File: config.mk
export PLATFORM = sky130hd
export DESIGN_NAME = mul_div_unit
export DESIGN_NICKNAME = d
export VERILOG_FILES = /design/src/rtl/mul_div_unit.sv
export SDC_FILE = /design/constraint.sdc
export NUM_CORES = 1
export LEC_CHECK = 0
export CORE_UTILIZATION = 41
export DETAILED_ROUTE_END_ITERATION = 8
export PLACE_DENSITY_LB_ADDON = 0.15
export SYNTH_ARGS = -nofsm -noshare
export SYNTH_HDL_FRONTEND = slang
export SYNTH_SLANG_ARGS = --single-unit
File: constraint.sdc
create_clock -name clk -period 8.08 [get_ports clk]
set_clock_uncertainty 0.05 [all_clocks]
set_input_delay 0.808 -clock clk [delete_from_list [all_inputs] [get_ports clk]]
set_output_delay 0.808 -clock clk [all_outputs]
set_load 0.005 [all_outputs]
File: src/rtl/mul_div_unit.sv
// rtl/mul_div_unit.sv - iterative shift-add multiply / restoring divide unit with HI/LO result registers
// One iteration per RUN cycle on operand magnitudes; FIX applies signs and commits HI/LO.
module mul_div_unit #(
  parameter int WIDTH = 32,
  parameter int CNT_W = $clog2(WIDTH + 1)
) (
  input  logic             clk,
  input  logic             rst,
  input  logic             start,
  input  logic [1:0]       op,
  input  logic [WIDTH-1:0] a,
  input  logic [WIDTH-1:0] b,
  output logic             busy,
  output logic             done,
  output logic             dbz,
  output logic [WIDTH-1:0] hi,
  output logic [WIDTH-1:0] lo
);

  typedef enum logic [1:0] {IDLE, RUN, FIX} state_t;

  state_t           state;
  logic [CNT_W-1:0] cnt;
  logic             is_div;
  logic             neg_q;
  logic             neg_r;
  logic             div_zero;
  logic [WIDTH-1:0] a_raw;
  logic [WIDTH-1:0] opnd;
  logic [WIDTH-1:0] p_hi;
  logic [WIDTH-1:0] p_lo;

  logic             a_neg;
  logic             b_neg;
  logic [WIDTH-1:0] mag_a;
  logic [WIDTH-1:0] mag_b;
  logic [WIDTH:0]   sum;
  logic [WIDTH:0]   shifted;
  logic             ge;
  logic [WIDTH-1:0] nxt_hi;
  logic [WIDTH-1:0] nxt_lo;
  logic [2*WIDTH-1:0] prod;
  logic [WIDTH-1:0] quo;
  logic [WIDTH-1:0] rem;

  // {p_hi,p_lo} is the product/shift register for multiply and the remainder/quotient pair for divide.
  always_comb begin
    a_neg   = ~op[0] & a[WIDTH-1];
    b_neg   = ~op[0] & b[WIDTH-1];
    mag_a   = a_neg ? -a : a;
    mag_b   = b_neg ? -b : b;
    sum     = {1'b0, p_hi} + {1'b0, opnd};
    shifted = {p_hi, p_lo[WIDTH-1]};
    ge      = shifted >= {1'b0, opnd};
    nxt_hi  = p_hi;
    nxt_lo  = p_lo;
    if (is_div) begin
      nxt_hi = ge ? (shifted[WIDTH-1:0] - opnd) : shifted[WIDTH-1:0];
      nxt_lo = {p_lo[WIDTH-2:0], ge};
    end else if (p_lo[0]) begin
      nxt_hi = sum[WIDTH:1];
      nxt_lo = {sum[0], p_lo[WIDTH-1:1]};
    end else begin
      nxt_hi = {1'b0, p_hi[WIDTH-1:1]};
      nxt_lo = {p_hi[0], p_lo[WIDTH-1:1]};
    end
    prod = {p_hi, p_lo};
    if (neg_q) prod = -prod;
    quo = neg_q ? -p_lo : p_lo;
    rem = neg_r ? -p_hi : p_hi;
  end

  always_ff @(posedge clk) begin
    if (rst) begin
      state    <= IDLE;
      busy     <= 1'b0;
      done     <= 1'b0;
      dbz      <= 1'b0;
      hi       <= '0;
      lo       <= '0;
      cnt      <= '0;
      is_div   <= 1'b0;
      neg_q    <= 1'b0;
      neg_r    <= 1'b0;
      div_zero <= 1'b0;
      a_raw    <= '0;
      opnd     <= '0;
      p_hi     <= '0;
      p_lo     <= '0;
    end else begin
      done <= 1'b0;
      case (state)
        IDLE: begin
          if (start) begin
            is_div   <= op[1];
            neg_q    <= a_neg ^ b_neg;
            neg_r    <= a_neg;
            div_zero <= op[1] && (b == '0);
            a_raw    <= a;
            cnt      <= '0;
            busy     <= 1'b1;
            p_hi     <= '0;
            p_lo     <= op[1] ? mag_a : mag_b;
            opnd     <= op[1] ? mag_b : mag_a;
            state    <= (op[1] && (b == '0)) ? FIX : RUN;
          end
        end
        RUN: begin
          p_hi <= nxt_hi;
          p_lo <= nxt_lo;
          cnt  <= cnt + 1'b1;
          if (cnt == CNT_W'(WIDTH - 1)) state <= FIX;
        end
        FIX: begin
          state <= IDLE;
          busy  <= 1'b0;
          done  <= 1'b1;
          if (div_zero) begin
            hi  <= a_raw;
            lo  <= '1;
            dbz <= 1'b1;
          end else if (is_div) begin
            hi  <= rem;
            lo  <= quo;
            dbz <= 1'b0;
          end else begin
            hi  <= prod[2*WIDTH-1:WIDTH];
            lo  <= prod[WIDTH-1:0];
            dbz <= 1'b0;
          end
        end
        default: state <= IDLE;
      endcase
    end
  end

endmodule
==> results of run 1 <==
## per-layer routing
metal / up-vias / GRT usage / wire, um
li1: 7846 / - / -
met2: 708 / 0.466 / 26300
met3: 110 / 0.0519 / 5110
met5: - / 0 / 0
met1: 7734 / 0.430 / 27400
met4: 0 / 0.128 / 2550
## cell families (layout without fill, tap and decap cells)
logic type	after synthesis	in the layout	share of synthesized area
and+or+nand+nor	710	710	0.210
AOI/OAI and AO/OA	709	709	0.280
buffers and inverters	224	267	0.0541
DFF	207	207	0.261
xor gates and xnor gates	163	163	0.0899
muxes	76	76	0.0482
adders and majority gates	71	71	0.0569
## worst paths after layout
kind	start	end	slack [ps]
worst max-delay path	p_lo[0]	hi[4]	4040
worst min-delay path	a_raw[22]	a_raw[22]	400
worst max register to register	p_lo[0]	hi[4]	4040
worst min register to register	a_raw[22]	a_raw[22]	400
## flip-flops by register name, summed over array words and instances, names as in the netlist
register,flops
a_raw,32
busy,1
cnt,6
dbz,1
div_zero,1
done,1
hi,32
is_div,1
lo,32
neg_q,1
neg_r,1
opnd,32
p_hi,32
p_lo,32
state,2
## placed cells by master (no fill, tap or decap), types with 8 or more instances in the layout
| master | instances |
|---|---|
| inv_1 | 62 |
| nand4_1 | 13 |
| nor4_1 | 21 |
| nor3_1 | 65 |
| dfxtp_1 | 205 |
| a32o_1 | 13 |
| a21oi_1 | 240 |
| o31ai_1 | 34 |
| o22ai_1 | 16 |
| mux2i_1 | 72 |
| buf_4 | 28 |
| o41ai_1 | 9 |
| clkdlybuf4s50_1 | 133 |
| nand2_1 | 284 |
| o21ai_0 | 167 |
| nor2_1 | 162 |
| o21a_1 | 8 |
| ha_1 | 69 |
| or4_1 | 8 |
| xnor2_1 | 77 |
| a21o_1 | 27 |
| clkbuf_16 | 25 |
| a31oi_1 | 31 |
| o21bai_1 | 9 |
| nand3_1 | 28 |
| a311oi_1 | 8 |
| or3_1 | 15 |
| nand2b_1 | 20 |
| a211oi_1 | 34 |
| xor2_1 | 86 |
| and2_1 | 17 |
| nor2b_1 | 17 |
| o211ai_1 | 35 |
## area by class of cell
class / count / area [um^2] / share of cell area
Multi-Input combinational cell: 1729 / 10900 / 0.596
Sequential cell: 207 / 4150 / 0.226
Timing Repair Buffer: 162 / 1550 / 0.0843
Clock buffer: 35 / 703 / 0.0383
Tap cell: 511 / 639 / 0.0349
Inverter: 62 / 233 / 0.0127
Clock inverter: 8 / 145 / 0.00791
## tightest hold or removal path: stages (launching register included)
cell	delay (ps)
dfxtp_1	310
nand2_1	50
a21oi_1	50
## where the power goes
| part | total [uW] | internal, uW | switching (uW) | leakage, uW |
|---|---|---|---|---|
| clock | 1210 | 729 | 482 | 0.000409 |
| combinational | 1180 | 439 | 742 | 0.00481 |
| sequential | 1220 | 1100 | 120 | 0.00169 |
## per-stage QoR
step / hold slack [ps] / worst slack [ps] / power, uW / utilization
finish: 404 / 4040 / 3610 / 0.485
global route: 417 / 3650 / 3770 / 0.485
CTS: 403 / 4090 / 3600 / 0.485
detailed placement: 395 / 3780 / 2380 / 0.462
global placement: 395 / 3770 / 2380 / 0.462
floorplan: 381 / 4870 / 1990 / -
==> metrics.csv, run 1 <==
stage;metric;value;unit
outcome;status;complete, no violations;
drt;total wire length;61.4;mm
final_layout;Fillers;3866;
cts;worst-case clock buffer depth;3;
final_layout;Finished Layout Cells;2714;
drt;Via Count;16400;
drt;post-DR vias/cell;6.04;
cts;clk slew on worst S/H paths;60;ps
yosys;post-synth cell types;82;
setup_path;Max FO, Critical Path;23;
place;# placed instances;2671;
final_layout;P&R area growth vs syn;15.5;%
sta;Hold Fails Final Rpt;0;
sta;period utilization;0.499;
setup_path;crit path DAT;4400;ps
global_routing;antenna violations before repair;1;
yosys;FFs w/ async S/R, synth;0;
drt;drt drc;0;
global_routing;largest net degree at the start of global routing;75;
place;GP Congestion;0.998;
power;worst vdd rail ir drop;0.157;mV
final_layout;fin nets;2327;
setup_path;Setup Crit Path Kind;reg2reg;
setup_path;critical path depth;11;
yosys;#FFs+latches synth;207;
cts;post-cts resize count;0;
yosys;top cells by count, synth;285 x nand2_1, 241 x a21oi_1, 207 x dfxtp_1;
sta;Final setup viols;0;
global_routing;vias in the first global route;15200;
power;LEAKAGE;0.00692;uW
yosys;cell count after synthesis;2160;
yosys;Synth Area per Inst;7.35;um^2
yosys;synth warn;0;
sta;Worst slew margin;0.248;
cts;Num CTS Buffers;25;
yosys;cell taking the most area after synthesis;dfxtp_1;
die;row cnt;71;
die;Die X;199;um
drt;Detailed Routing Iterations Pass 1;6;
hold_path;worst hold path depth;2;
cts;CTS Hold Bufs;0;
place;dpl hpwl;45.5;mm
cts;CTS root buf;clkbuf_16;
setup_path;CP max stage delay;1050;ps
sta;unrepaired setup endpoints after global routing;false;
sta;fin. max-slew vios;0;
drt;Initial DRC Count;1608;
place;placed inst area;17500;um^2
cts;CTS tree;yes;
cts;post-CTS setup buffers;0;
job;max cap viols;0;
sta;total negative slack;0;ps
global_routing;Total GRT Usage;0.308;
setup_path;CP Capture Type;flop;
setup_path;Worst Path Required;8450;ps
die;io pins;136;
sta;actual slew at the worst max-slew pin;1120;ps
setup_path;CP Launch Type;flop;
drt;Detail Route Antenna Nets;0;
sta;fin crit period;4040;ps
drt;per-cell routed wire length;22.6;um
final_layout;# diodes;0;
yosys;Mapped Area;15900;um^2
die;Initial Utilization;0.420;
cts;depth of the CTS H-tree;1;
yosys;syn nets;2300;
setup_path;R2R cell count;11;
global_routing;first-pass GRT wire length;92.6;mm
place;number of port buffers;135;
yosys;most frequent cell after synthesis;nand2_1;
global_routing;grt ovf;0;
yosys;Post-synth EDFFs;0;
power;PD cells;197;nW/um^2
yosys;post-synthesis sequential area ratio;0.261;
setup_path;Buf/Inv on CP;1;
final_layout;Design Area, Final;18300;um^2
sta;Fmax;248;MHz
setup_path;CP max stage cell;nor4_1;
setup_path;CP cell instances;inv_1, ha_1, nor2b_1, nand4b_1, nor4_1, nor2_1, a21oi_1, xnor2_1, o21ai_0, o21ai_0, nor2_1;
hold_path;HP Class;reg2reg;
die;Core Box Area;37800;um^2
yosys;main flop type after synthesis;dfxtp_1;
yosys;synth top area cells;dfxtp_1 26%, a21oi_1 7.6%, nand2_1 6.7%;
die;Chip Height;199;um
cts;Clock Sinks;207;
setup_path;cell family with most CP delay;simple AND/OR/NAND/NOR gates;
final_layout;layout cells sized above 1;0.0545;
yosys;area share of the largest cell type after synthesis;0.261;
cts;clk_lat worst skew;570;ps
die;full die area;39500;um^2
Note: power is estimated with default switching activity, not from simulation.
==> run 2, diff against run 1 <==
==> constraint.sdc (replaced) <==
create_clock -name clk -period 3.78 [get_ports clk]
set_clock_uncertainty 0.05 [all_clocks]
set_input_delay 0.378 -clock clk [delete_from_list [all_inputs] [get_ports clk]]
set_output_delay 0.378 -clock clk [all_outputs]
set_load 0.005 [all_outputs]
==> metrics.csv, run 2 (synthesized netlist as in run 1, its figures left out) <==
stage;metric;value;unit
drt;post-DR vias/cell;6.08;
drt;met1 wire length;28.2;mm
cts;depth of the CTS H-tree;1;
outcome;status;complete, no violations;
final_layout;# diodes;0;
power;switching part of the total;0.368;
sta;Min Hold Slack;188;ps
cts;CTS root buf;clkbuf_16;
setup_path;crit path DAT;3980;ps
hold_path;HP Class;in2reg;
place;dpl hpwl;48.7;mm
drt;Via Count;17100;
die;Initial Utilization;0.420;
setup_path;CP Launch Type;flop;
drt;Initial DRC Count;1799;
drt;Top Metal Used;met5;
global_routing;first-pass GRT wire length;96.7;mm
power;switching power;2990;uW
sta;Hold Fails Final Rpt;0;
drt;drt drc;0;
sta;fin crit period;3610;ps
setup_path;CP max stage delay;710;ps
drt;metal3 WL;5.76;mm
setup_path;cell family with most CP delay;compound AO/OA/AOI/OAI gates;
drt;total wire length;64.1;mm
cts;post-cts resize count;0;
sta;total negative slack;0;ps
power;Pint;5130;uW
place;GP Congestion;0.979;
setup_path;CP Capture Type;flop;
power;worst vdd rail ir drop;0.365;mV
sta;fin. max-slew vios;0;
setup_path;most used cell, CP;o21ai_0;
drt;per-cell routed wire length;22.8;um
power;clock network fraction of total power;0.343;
setup_path;Worst Path Required;4150;ps
final_layout;Design Area, Final;19200;um^2
cts;post-CTS setup buffers;0;
die;io pins;136;
sta;actual slew at the worst max-slew pin;1100;ps
die;Core Box Area;37800;um^2
place;number of port buffers;135;
cts;clk_lat worst skew;550;ps
global_routing;antenna violations before repair;1;
sta;final worst setup slack;172;ps
cts;Num CTS Buffers;25;
cts;clk slew on worst S/H paths;60;ps
setup_path;CP cell instances;ha_1, a211oi_1, o31ai_1, a211oi_1, o21ai_0, a21oi_1, buf_4, nor3_1, mux2i_1, o21ai_0, o21ai_0;
place;placed inst area;18200;um^2
drt;Detailed Routing Iterations Pass 1;6;
die;full die area;39500;um^2
global_routing;Total GRT Usage;0.321;
cts;CTS tree;yes;
drt;Detail Route Antenna Nets;0;
global_routing;vias in the first global route;15900;
die;Die X;199;um
global_routing;largest net degree at the start of global routing;106;
final_layout;P&R area growth vs syn;20.7;%
final_layout;most common cell after layout, fill and taps aside;nand2_1;
final_layout;commonest cells after routing, fill and taps aside;284 x nand2_1, 240 x a21oi_1, 205 x dfxtp_1, 167 x o21ai_0, 163 x nor2_1;
setup_path;Setup Crit Path Kind;reg2reg;
sta;Final setup viols;0;
setup_path;CP max stage cell;a211oi_1;
cts;worst-case clock buffer depth;3;
sta;period utilization;0.955;
drt;met2 WL;27.1;mm
cts;Clock Sinks;207;
sta;Worst slew margin;0.268;
setup_path;Buf/Inv on CP;1;
cts;CTS Hold Bufs;0;
global_routing;grt ovf;0;
place;pre-CTS WS;8.30;ps
power;share of power burned in combinational logic;0.343;
sta;unrepaired setup endpoints after global routing;false;
power;PD cells;424;nW/um^2
power;LEAKAGE;0.00745;uW
power;sequential fraction of design power;0.313;
final_layout;fin nets;2421;
power;total power draw;8130;uW
die;row cnt;71;
die;Chip Height;199;um
job;max cap viols;0;
setup_path;Max FO, Critical Path;9;
sta;Fmax;277;MHz
final_layout;layout cells sized above 1;0.0961;
==> run 2: layout make-up <==
| type | instances | area (um^2) |
|---|---|---|
| clock buffers | 33 | 737 |
| clock inverters | 13 | 206 |
| fillers | 3819 | 18700 |
| inverters | 62 | 233 |
| multi-input cells | 1729 | 10900 |
| flip-flops and latches | 207 | 4150 |
| well taps | 511 | 639 |
| repair buffers | 256 | 2280 |
==> run 2: power groups by stage <==
stage          combinational (uW)  sequential, uW  clock, uW
2_1_floorplan                1750            2500          0
3_3_place_gp                 2690            2590          0
3_5_place_dp                 2710            2590          0
4_1_cts                      2730            2540       2810
5_1_grt                      2990            2570       2900
6_report                     2790            2550       2790
==> run 2: stage by stage <==
step / cells / util
2_1_floorplan: 2160 / -
3_3_place_gp: 2765 / 0.481
3_5_place_dp: 2765 / 0.481
4_1_cts: 2811 / 0.506
5_1_grt: 2811 / 0.506
6_report: 2811 / 0.506
==> run 2: path summary, 6_finish.rpt <==
| check | from | to | slack [ps] | cells past startpoint |
|---|---|---|---|---|
| worst min-delay path | rst | cnt[1] | 190 | 2 |
| worst max register to register | p_hi[1] | p_hi[24] | 170 | 11 |
| worst max-delay path | p_hi[1] | p_hi[24] | 170 | 11 |
| worst min register to register | a_raw[6] | a_raw[6] | 400 | 2 |
==> run 2: worst register-to-register path, delay by kind of cell, from the launching register on <==
kind | cells | cell delay (ps)
flops | 1 | 540
buf+inv | 1 | 180
mux | 1 | 120
compound gates | 7 | 2200
fa+ha+maj | 1 | 320
simple gates | 1 | 60
==> run 2: layer usage <==
layer  global-route usage  vias up
met5                    0        -
met4                0.146        2
met3               0.0429      138
met2                0.483      833
met1                0.453     8100
li1                     -     8019
==> run 3, diff against run 2 <==
--- a/config.mk
+++ b/config.mk
@@ -7,6 +7,7 @@
 export LEC_CHECK = 0
 export CORE_UTILIZATION = 41
 export DETAILED_ROUTE_END_ITERATION = 8
+export HOLD_SLACK_MARGIN = 0.05
 export PLACE_DENSITY_LB_ADDON = 0.15
 export SYNTH_ARGS = -nofsm -noshare
 export SYNTH_HDL_FRONTEND = slang
==> results of run 3 <==
Final layout, timing and power as in run 2 (identical DEF).
